## src/rtl/boundary_scan_register.sv

```systemverilog
// Boundary-scan data register: capture/shift stage plus update stage, with
// EXTEST pin muxes and INTEST core-input muxes.
module boundary_scan_register #(
    parameter int N_IN  = 4,
    parameter int N_OUT = 3
) (
    input  logic             TCK,
    input  logic             TRST_N,
    input  logic             TDI,
    input  logic             bsr_select,
    input  logic             extest,
    input  logic             intest,
    input  logic             Capture_DR,
    input  logic             Shift_DR,
    input  logic             Update_DR,
    input  logic [N_IN-1:0]  PIN_IN,
    output logic [N_IN-1:0]  CORE_IN,
    input  logic [N_OUT-1:0] CORE_OUT,
    input  logic             CORE_OE,
    output logic [N_OUT-1:0] PIN_OUT,
    output logic             PIN_OE,
    output logic             SO_BSR_OUT
);

    localparam int L = N_IN + N_OUT + 1;

    logic [L-1:0] sh;
    logic [L-1:0] up;
    logic [L-1:0] cap_val;

    // Chain order from TDI: input cells, output cells, then the enable cell.
    assign cap_val = {CORE_OE, CORE_OUT, PIN_IN};

    // Strobes are mutually exclusive from the TAP; if they collide,
    // capture wins over shift, which wins over update.
    always_ff @(posedge TCK or negedge TRST_N) begin
        if (!TRST_N) begin
            sh <= '0;
            up <= '0;
        end else if (bsr_select) begin
            if (Capture_DR) begin
                sh <= cap_val;
            end else if (Shift_DR) begin
                sh <= {sh[L-2:0], TDI};
            end else if (Update_DR) begin
                up <= sh;
            end
        end
    end

    assign SO_BSR_OUT = sh[L-1];
    assign PIN_OUT    = extest ? up[N_IN+N_OUT-1:N_IN] : CORE_OUT;
    assign PIN_OE     = extest ? up[L-1] : CORE_OE;
    assign CORE_IN    = intest ? up[N_IN-1:0] : PIN_IN;

endmodule

```

## config.mk

```make
export PLATFORM = sky130hd
export DESIGN_NAME = boundary_scan_register
export DESIGN_NICKNAME = d
export VERILOG_FILES = /design/src/rtl/boundary_scan_register.sv
export SDC_FILE = /design/constraint.sdc
export NUM_CORES = 1
export LEC_CHECK = 0
export ABC_AREA = 1
export CAP_MARGIN = 15
export CORE_MARGIN = 2
export CORE_UTILIZATION = 48
export DETAILED_ROUTE_END_ITERATION = 8
export GPL_ROUTABILITY_DRIVEN = 0
export PLACE_DENSITY = 0.91
export SLEW_MARGIN = 5
export SYNTH_ARGS = -nofsm -noshare
export SYNTH_HDL_FRONTEND = slang
export SYNTH_SLANG_ARGS = --single-unit
```

## constraint.sdc

```tcl
create_clock -name TCK -period 1.4 [get_ports TCK]
set_input_delay 0.21 -clock TCK [delete_from_list [all_inputs] [get_ports TCK]]
set_output_delay 0.21 -clock TCK [all_outputs]
set_load 0.05 [all_outputs]
```

==> results_dict.tcl <==
set metrics [dict create \
    outcome "completed" \
    cts_buffer_depth 2 \
    required_ns 1.19 \
    synth_area_leader_cell "dfrtp_1" \
    async_flop_share_pct 100.0 \
    grt_pass1_wl_um 3450 \
    synth.most_common_cell "nand2_1" \
    fp.dieH_um 45.92 \
    worstPathCellList "clkdlybuf4s50_1 > inv_1 > o21ai_1 > buf_12" \
    rr_endpoint "sh[4]$_DFFE_PN0P_" \
    htree_num_levels 1 \
    ys_types 12 \
    synth_seq_area_share_pct 47.48 \
    reg2regPathDepth 4 \
    final_layout_size_suffix_gt1_share_pct 15.48 \
    dieArea_um2 2108 \
    synth_area_per_cell_um2 6.969 \
    vias 930 \
    crit_fanout 2 \
    start_util_pct 49.93 \
    cts_buffers 3 \
    grt_max_degree 17 \
    io_pins 26 \
    yosysWarningCount 0 \
    syn_area_um2 843.3 \
    die_w_um 45.92 \
    max_freq_mhz 730.5 \
    fin_ws_ns 0.03112 \
    slew_headroom_pct 78.04 \
    crit_type "input pin to primary output" \
    grt_use_total_pct 23.48 \
    antenna_found_initial 0 \
    period_minus_slack_ns 1.369 \
    final_cells 172 \
    diodes 0 \
    numClockSinks 16 \
    synthCells 121 \
    area_growth_pct 51.33 \
    first_pass_iters 4 \
    setup_viol 0 \
    clkLatencyLatePin_ns 0.29 \
    postRouteWirelength_um 2227 \
    dpl.cell_count 168 \
    route.detailed.drc 0 \
    netlist.area_leader.share_pct 47.48 \
    hold_path_class "input pin to asynchronous set/reset pin" \
    leakagePower_nw 0.6916 \
    core-area_um2 1689 \
    finalClockSkew_ns 0.001341 \
    wire_per_inst_um 12.95 \
    port_buffers 25 \
    ir_drop_v 0.001043 \
    crit_slowest_cell "clkdlybuf4s50_1" \
    ys.flop_type "dfrtp_1" \
    finalCritPeriodShare_pct 97.78 \
    synth.top_cells.by_count "nand2_1 (73), dfrtp_1 (16), inv_1 (9)" \
    cts_tree "yes" \
    report.final.hold_viol_count 0 \
    end_kind "primary output" \
    grt_pass1_vias 814 \
    final_antenna_net_count 0 \
    cts_setup_buffers 0 \
    pre_cts_slack_ns -0.05692 \
    synth_nets 138 \
    power_density_nw_per_um2 1126 \
    slew_violations 0 \
    rows 15 \
    yosys-top-cells-area "dfrtp_1 (47%), nand2_1 (32%), nand3_1 (4.7%), o21ai_0 (4.7%), inv_1 (4.0%)" \
    critPathLaunchType "input pin" \
    arrival_ns 1.16 \
    fin_tns_setup_ns 0 \
    first_iter_violations 38 \
    rsz0062_at_grt "false" \
    ys_seq_elements 16 \
    overflow 0 \
    cp_slowest_stage_delay_ns 0.50 \
    cts_root_buf "clkbuf_4" \
    nets 173 \
    synth_edf_count 0 \
    dpl.hpwl_um 1715 \
    r2r_slack_ns 0.64 \
    worst_pin_slew_ns 0.3284 \
    clk_pin_slew_ns 0.10 \
    via_per_inst 5.407 \
    worstReg2RegStart "sh[3]$_DFFE_PN0P_" \
    maxCapViolations 0 \
]
[critical path: cells and delay by family]
| kind | cells | cell delay [ns] |
|---|---|---|
| buffers and inverters | 3 | 0.73 |
| AO/OA/AOI/OAI | 1 | 0.22 |
[worst max path at each step]
| stage | from | to | slack [ns] | cells after the start |
|---|---|---|---|---|
| 2_1_floorplan | PIN_IN[0] | CORE_IN[0] | 0.25 | 2 |
| 3_3_place_gp | intest | CORE_IN[1] | -0.01 | 4 |
| 3_5_place_dp | extest | PIN_OE | -0.06 | 4 |
| 4_1_cts | CORE_OE | PIN_OE | 0.04 | 4 |
| 5_1_grt | CORE_OUT[0] | PIN_OUT[0] | 0.008 | 4 |
| 6_report | CORE_OE | PIN_OE | 0.03 | 4 |
[state kept, by name (all words and copies together), names as in the netlist]
register,count
sh,8
up,8
[placed cells by master, fill, tap and decap left out, drive strengths merged]
cell type / instances
nand3: 8
inv: 10
clkdlybuf4s50: 14
nand2: 74
dfrtp: 16
o21ai: 9
buf: 15
nor2: 2
clkbuf: 4
clkinv: 1
dlygate4sd2: 2
[timing repair]
action,CTS,global route
endpoints found under the hold margin,0,0
hold buffers,0,0
resized for setup,2,0
setup endpoints to repair,8,0
[logic make-up (layout without fill, tap and decap cells)]
kind of cell,count (synthesis),after routing,synth area share (%)
AO/OA/AOI/OAI,9,9,6.677
buffers and inverters,12,46,5.786
flip-flops,16,16,47.48
AND/OR/NAND/NOR,84,84,40.06
[cell type report]
cell class              count  area (µm²)
fillers                   102       412.9
well taps                  17       21.27
multi-input cells          93       394.1
repair buffers             31       382.9
clock buffers               4       36.28
flip-flops and latches     16       400.4
inverters                  11       41.29
[report_power, final]
group | switching (W) | total, W | leakage [nW] | internal [W]
Clock | 0.000156 | 0.000315 | 0.0210 | 0.000159
Sequential | 0.0000585 | 0.000601 | 0.206 | 0.000543
Combinational | 0.000284 | 0.000521 | 0.465 | 0.000237
[per-stage QoR]
step | utilization, % | total power (W) | hold WS [ns] | area [µm²]
finish | 75.56 | 0.001437 | 0.2265 | 1276
global route | 75.56 | 0.001502 | 0.2349 | 1276
CTS | 75.56 | 0.001443 | 0.2272 | 1276
detailed placement | 73.56 | 0.001130 | 0.4634 | 1242
global placement | 73.56 | 0.001111 | 0.4573 | 1242
floorplan | - | 0.0008584 | -0.08559 | 843.3
[per-layer routing]
layer,share of wire [%],GRT usage (%)
met3,7.9,3.968
met2,48,37.78
met5,0,0
met4,2.1,12.00
met1,42,30.10
No activity file was read; power rests on OpenSTA's default activity.
==> RTL change 1: new RTL, same flow settings <==
`N_IN`: 4 -> 2.
--- a/src/rtl/boundary_scan_register.sv
+++ b/src/rtl/boundary_scan_register.sv
@@ -2,5 +2,5 @@
 // EXTEST pin muxes and INTEST core-input muxes.
 module boundary_scan_register #(
-    parameter int N_IN  = 4,
+    parameter int N_IN  = 2,
     parameter int N_OUT = 3
 ) (
Ports: changed (resized CORE_IN and PIN_IN); port bits go from 26 to 22. The function was not compared with the original's and may differ.
==> RTL change 1 against the original RTL <==
  * Synthesized area fell by 21%
  * Highest routed layer is now met3
  * Synthesized cell count fell by 23%
  * Core utilization rose by 0.31 points
  * Critical path depth did not move
  * Count of clock-buffer cells in the layout fell by 1
  * Global-route usage fell by 2.9 points
  * Setup slack improved by 0.017 ns
  * Critical path type unchanged
  * Total power fell by 27%
  * Routed wire length fell by 35%
  * Cell area fell by 23%
  * Register-to-register slack improved by 0.02 ns
  * Sequential cell count fell by 4
  * Hold slack improved by 0.057 ns
  * Via count fell by 31%
==> RTL change 1: results (changes against the original RTL) <==
Status
The flow ran to the end, and the final reports show no timing, DRC or antenna violations.

GRT
The global-route total usage across every layer came to 20.6% (-2.9 points). The number of global-route vias before repair is 556 (-32%). The routing usage on met3 is 8.15% (+4.2 points). The met2 demand-to-capacity share in global routing came to 34.4% (-3.4 points).

The routing usage on met1 is 25.9% (-4.2 points). The wire length of the first global-routing pass is 2210 um (-36%). The largest net degree at the start of global routing is 13 (-4).

Power
The static leakage was 0.547 nW (-21%). The largest vdd supply drop is 0.651 mV (-38%). The net switching power figure is 361 uW (-28%).

Timing
The final critical-path share of the clock period came to 96.5% (-1.2 points). The smallest hold slack is 0.283 ns (+0.0566 ns). The worst-case clock skew is 0.00166 ns (+0.000314 ns). The slew at the pin closest to its max-slew limit was 0.508 ns (+0.180 ns).

Cells and area
The number of inserted filler cells in the final layout was 91 (-11%). The fraction of layout instances using a drive strength above 1 is 15.4% (-0.099 points). The final instance count without filler cells is 132 (-23%). In the final layout, the registers with the most flip-flops are sh (6), up (6).

Logic synthesis
The post-synth net total came to 108 (-22%). In the post-synthesis netlist, the biggest area contributors are dfrtp_1, nand2_1, nand3_1, o21ai_0, inv_1. The post-synthesis instance total is 93 (-23%). The portion of the post-synthesis area used by sequential elements came to 45.2% (-2.3 points). Sorting the synthesized cells by how often they occur yields nand2_1, dfrtp_1, inv_1.

Worst setup path
In this run the critical register-to-register path is launched from sh[1]$_DFFE_PN0P_. The launch point of the critical path is CORE_OUT[0]. The internal reg-to-reg setup slack came to 0.66 ns (+0.02 ns). The capturing point of the worst reg2reg path is sh[2]$_DFFE_PN0P_.

Routing
The routed wire length is 1440 um (-35%). The iteration-0 DRC count of the detailed router was 13 (-66%). The total number of vias is 640 (-31%).

Place
The number of buffers inserted by port buffering is 21 (-16%). The cell count after placement is 129 (-23%). The total half-perimeter wirelength after legalization and detailed placement is 1210 um (-29%).

Clock network
The later-pin clock latency in the skew report is 0.26 ns (-0.03 ns). The clock-pin slew reported for the worst setup and hold paths after clock tree synthesis came to 0.06 ns (-0.04 ns).
[RTL change 1: layout make-up]
type                    count  area share [%]
multi-input cells          71            32.6
flip-flops and latches     12            30.4
repair buffers             22            29.3
inverters                   9            3.55
clock buffers               3            2.28
well taps                  15            1.90
[RTL change 1: worst max-delay path by stage]
stage,endpoint,slack (ns),cells after the start
3_3_place_gp,PIN_OUT[2],-0.008,4
3_5_place_dp,PIN_OE,-0.01,4
5_1_grt,CORE_IN[0],0.01,4
6_report,PIN_OUT[0],0.05,4
4_1_cts,PIN_OUT[0],0.04,4
2_1_floorplan,CORE_IN[0],0.25,2
[RTL change 1: cell families (layout without fill, tap and decap cells)]
kind of cell           after synthesis  count (layout)  share of synthesized area [%]
AOI/OAI and AO/OA                    7               7                           5.84
buffers and inverters               10              34                           6.97
DFF                                 12              12                           45.2
and+or+nand+nor                     64              64                           42.0
[RTL change 1: metrics by stage]
stage	TNS (ns)	setup slack, ns	cell area (sq um)
after floorplan	0	0.254	664
after global placement	-0.0137	-0.00776	960
after detailed placement	-0.0481	-0.0135	960
after CTS	0	0.0430	981
after global routing	0	0.0133	987
final	0	0.0484	987
[RTL change 1: routing by layer]
| metal | part of all wire [%] | up-vias |
|---|---|---|
| met3 | 5.4 | 0 |
| met1 | 44 | 291 |
| met5 | 0 | - |
| met4 | 0 | 0 |
| li1 | - | 335 |
| met2 | 51 | 14 |
[RTL change 1: power groups by stage]
stage / Combinational [mW] / Clock [mW] / Sequential [mW]
after floorplan: 0.199 / 0 / 0.457
after global placement: 0.393 / 0 / 0.453
after detailed placement: 0.406 / 0 / 0.457
after CTS: 0.405 / 0.206 / 0.451
after global routing: 0.434 / 0.221 / 0.457
final: 0.403 / 0.197 / 0.452
[RTL change 1: critical path, stage by stage]
cell	delay (ns)
clkdlybuf4s50_1	0.51
inv_1	0.05
o21ai_1	0.20
buf_12	0.17
[RTL change 1: timing repair]
action | in CTS | in global routing
pin swaps | 0 | 0
buffers inserted | 0 | 0
gates resized for setup | 1 | 2
gates cloned | 0 | 0
endpoints found under the setup margin | 4 | 1
==> RTL change 2: new RTL, same flow settings <==
Made on the original files. Register the outputs `CORE_IN`, `PIN_OUT`, `PIN_OE` and `SO_BSR_OUT`, with the module's reset; this adds one clock of latency there.
--- a/src/rtl/boundary_scan_register.sv
+++ b/src/rtl/boundary_scan_register.sv
@@ -49,8 +49,17 @@
     end
 
-    assign SO_BSR_OUT = sh[L-1];
-    assign PIN_OUT    = extest ? up[N_IN+N_OUT-1:N_IN] : CORE_OUT;
-    assign PIN_OE     = extest ? up[L-1] : CORE_OE;
-    assign CORE_IN    = intest ? up[N_IN-1:0] : PIN_IN;
+    always_ff @(posedge TCK or negedge TRST_N) begin
+        if (!TRST_N) begin
+            CORE_IN    <= '0;
+            PIN_OUT    <= '0;
+            PIN_OE     <= '0;
+            SO_BSR_OUT <= '0;
+        end else begin
+            CORE_IN    <= intest ? up[N_IN-1:0] : PIN_IN;
+            PIN_OUT    <= extest ? up[N_IN+N_OUT-1:N_IN] : CORE_OUT;
+            PIN_OE     <= extest ? up[L-1] : CORE_OE;
+            SO_BSR_OUT <= sh[L-1];
+        end
+    end
 
 endmodule
Formal check against the unedited RTL: not equivalent (a bounded check fails within 4 cycles, from zero or initial values and one cycle with TRST_N low).
==> RTL change 2 against the original RTL <==
  * Setup slack improved by 0.24 ns
  * Die area up 24%
  * Clock power is 8.9% higher
  * Synthesized area increased by 27%
  * Sequential cell count grew 9
  * Combinational power shrank 2%
  * Hold slack improved by 0.0024 ns
  * Routed wire length is 22% higher
  * Total power grew 24%
  * Synthesized cell count up 7.4%
  * Cell area increased by 18%
  * Largest cell class unchanged
  * Largest power group unchanged
==> RTL change 2: results (changes against the original RTL) <==
Status
The flow ran to the end, and the final reports show no timing, DRC or antenna violations.

Cells and area
The number of inserted filler cells in the final layout is 160 (+57%). The largest registers in the layout are sh (8), up (8), CORE_IN (4). The fraction of layout instances using a drive strength above 1 is 14.1% (-1.4 points).

The final net count is 181 (+4.6%).

Logic synthesis
The post-synth net total was 147 (+6.5%). The synthesized-area fraction occupied by ao, oa, aoi and oai cells is 5.27% (-1.4 points). The post-synthesis instance total came to 130 (+7.4%). Counting instances in the post-synthesis netlist gives the leading cell types as nand2_1, dfrtp_1, inv_1.

Worst setup path
The largest fanout on the critical path is 1 (-1). The most critical setup path has its endpoint at CORE_IN[3]. The worst path arrival time is 0.92 ns (-0.24 ns).

The delay of the slowest cell on the worst path is 0.43 ns (-0.07 ns). The worst register-to-register path ends at sh[7]$_DFFE_PN0P_. The launching point of the worst reg2reg path is sh[6]$_DFFE_PN0P_. The launch point of the critical path is CORE_IN[3]$_DFF_PN0_. The library cell contributing the largest single delay on the critical path is dfrtp_1.

The kind of start point of the critical path is a register. The internal reg-to-reg setup slack is 0.60 ns (-0.04 ns). On the critical path the largest part of the delay comes from flip-flops.

Routing
The wire length on met3 is 137 um (-22%). The iteration-0 DRC count of the detailed router is 20 (-47%). The met1 routed wirelength after detailed routing is 1030 um (+9.8%).

Clock network
The later-pin clock latency in the skew report is 0.33 ns (+0.04 ns). The clock-pin slew reported for the worst setup and hold paths after clock tree synthesis is 0.14 ns (+0.04 ns). The number of gates resized after cts is 0 (-2).

GRT
The number of global-route vias before repair is 977 (+20%). The largest net degree at the start of global routing is 26 (+9). The wire length of the first global-routing pass was 4570 um (+33%).

The global-route total usage across every layer was 24.7% (+1.2 points).

Power
The static leakage is 0.790 nW (+14%). The power dissipated in the clock network is 343 uW (+8.9%). The net switching fraction of the power was 33.5% (-1.2 points). The part of the power in registers came to 52.0% (+10 points).

Timing
The slew at the pin closest to its max-slew limit is 0.335 ns (+0.00642 ns).
-- RTL change 2: metal layers --
| metal | global-route usage [%] | vias up |
|---|---|---|
| li1 | - | 465 |
| met1 | 29.2 | 463 |
| met2 | 44.4 | 37 |
| met3 | 2.92 | 9 |
| met4 | 11.3 | 0 |
| met5 | 0 | - |
-- RTL change 2: metrics by stage --
stage | total power [mW] | util, % | worst slack (ns) | area [sq um] | hold WS, ns
detailed placement | 1.45 | 68.6 | -0.00697 | 1470 | 0.410
finish | 1.78 | 70.0 | 0.273 | 1500 | 0.229
CTS | 1.78 | 70.0 | 0.269 | 1500 | 0.246
global route | 1.87 | 70.0 | 0.235 | 1500 | 0.239
floorplan | 1.15 | - | 0.604 | 1070 | -0.0856
global placement | 1.41 | 68.6 | 0.0575 | 1470 | 0.402
-- RTL change 2: final cells by class --
cell class              count  share of cell area [%]
flip-flops and latches     25                    41.6
inverters                  11                    2.75
well taps                  28                    2.33
clock inverters             1                   0.499
multi-input cells          93                    26.2
repair buffers             30                    25.1
clock buffers               3                    1.50
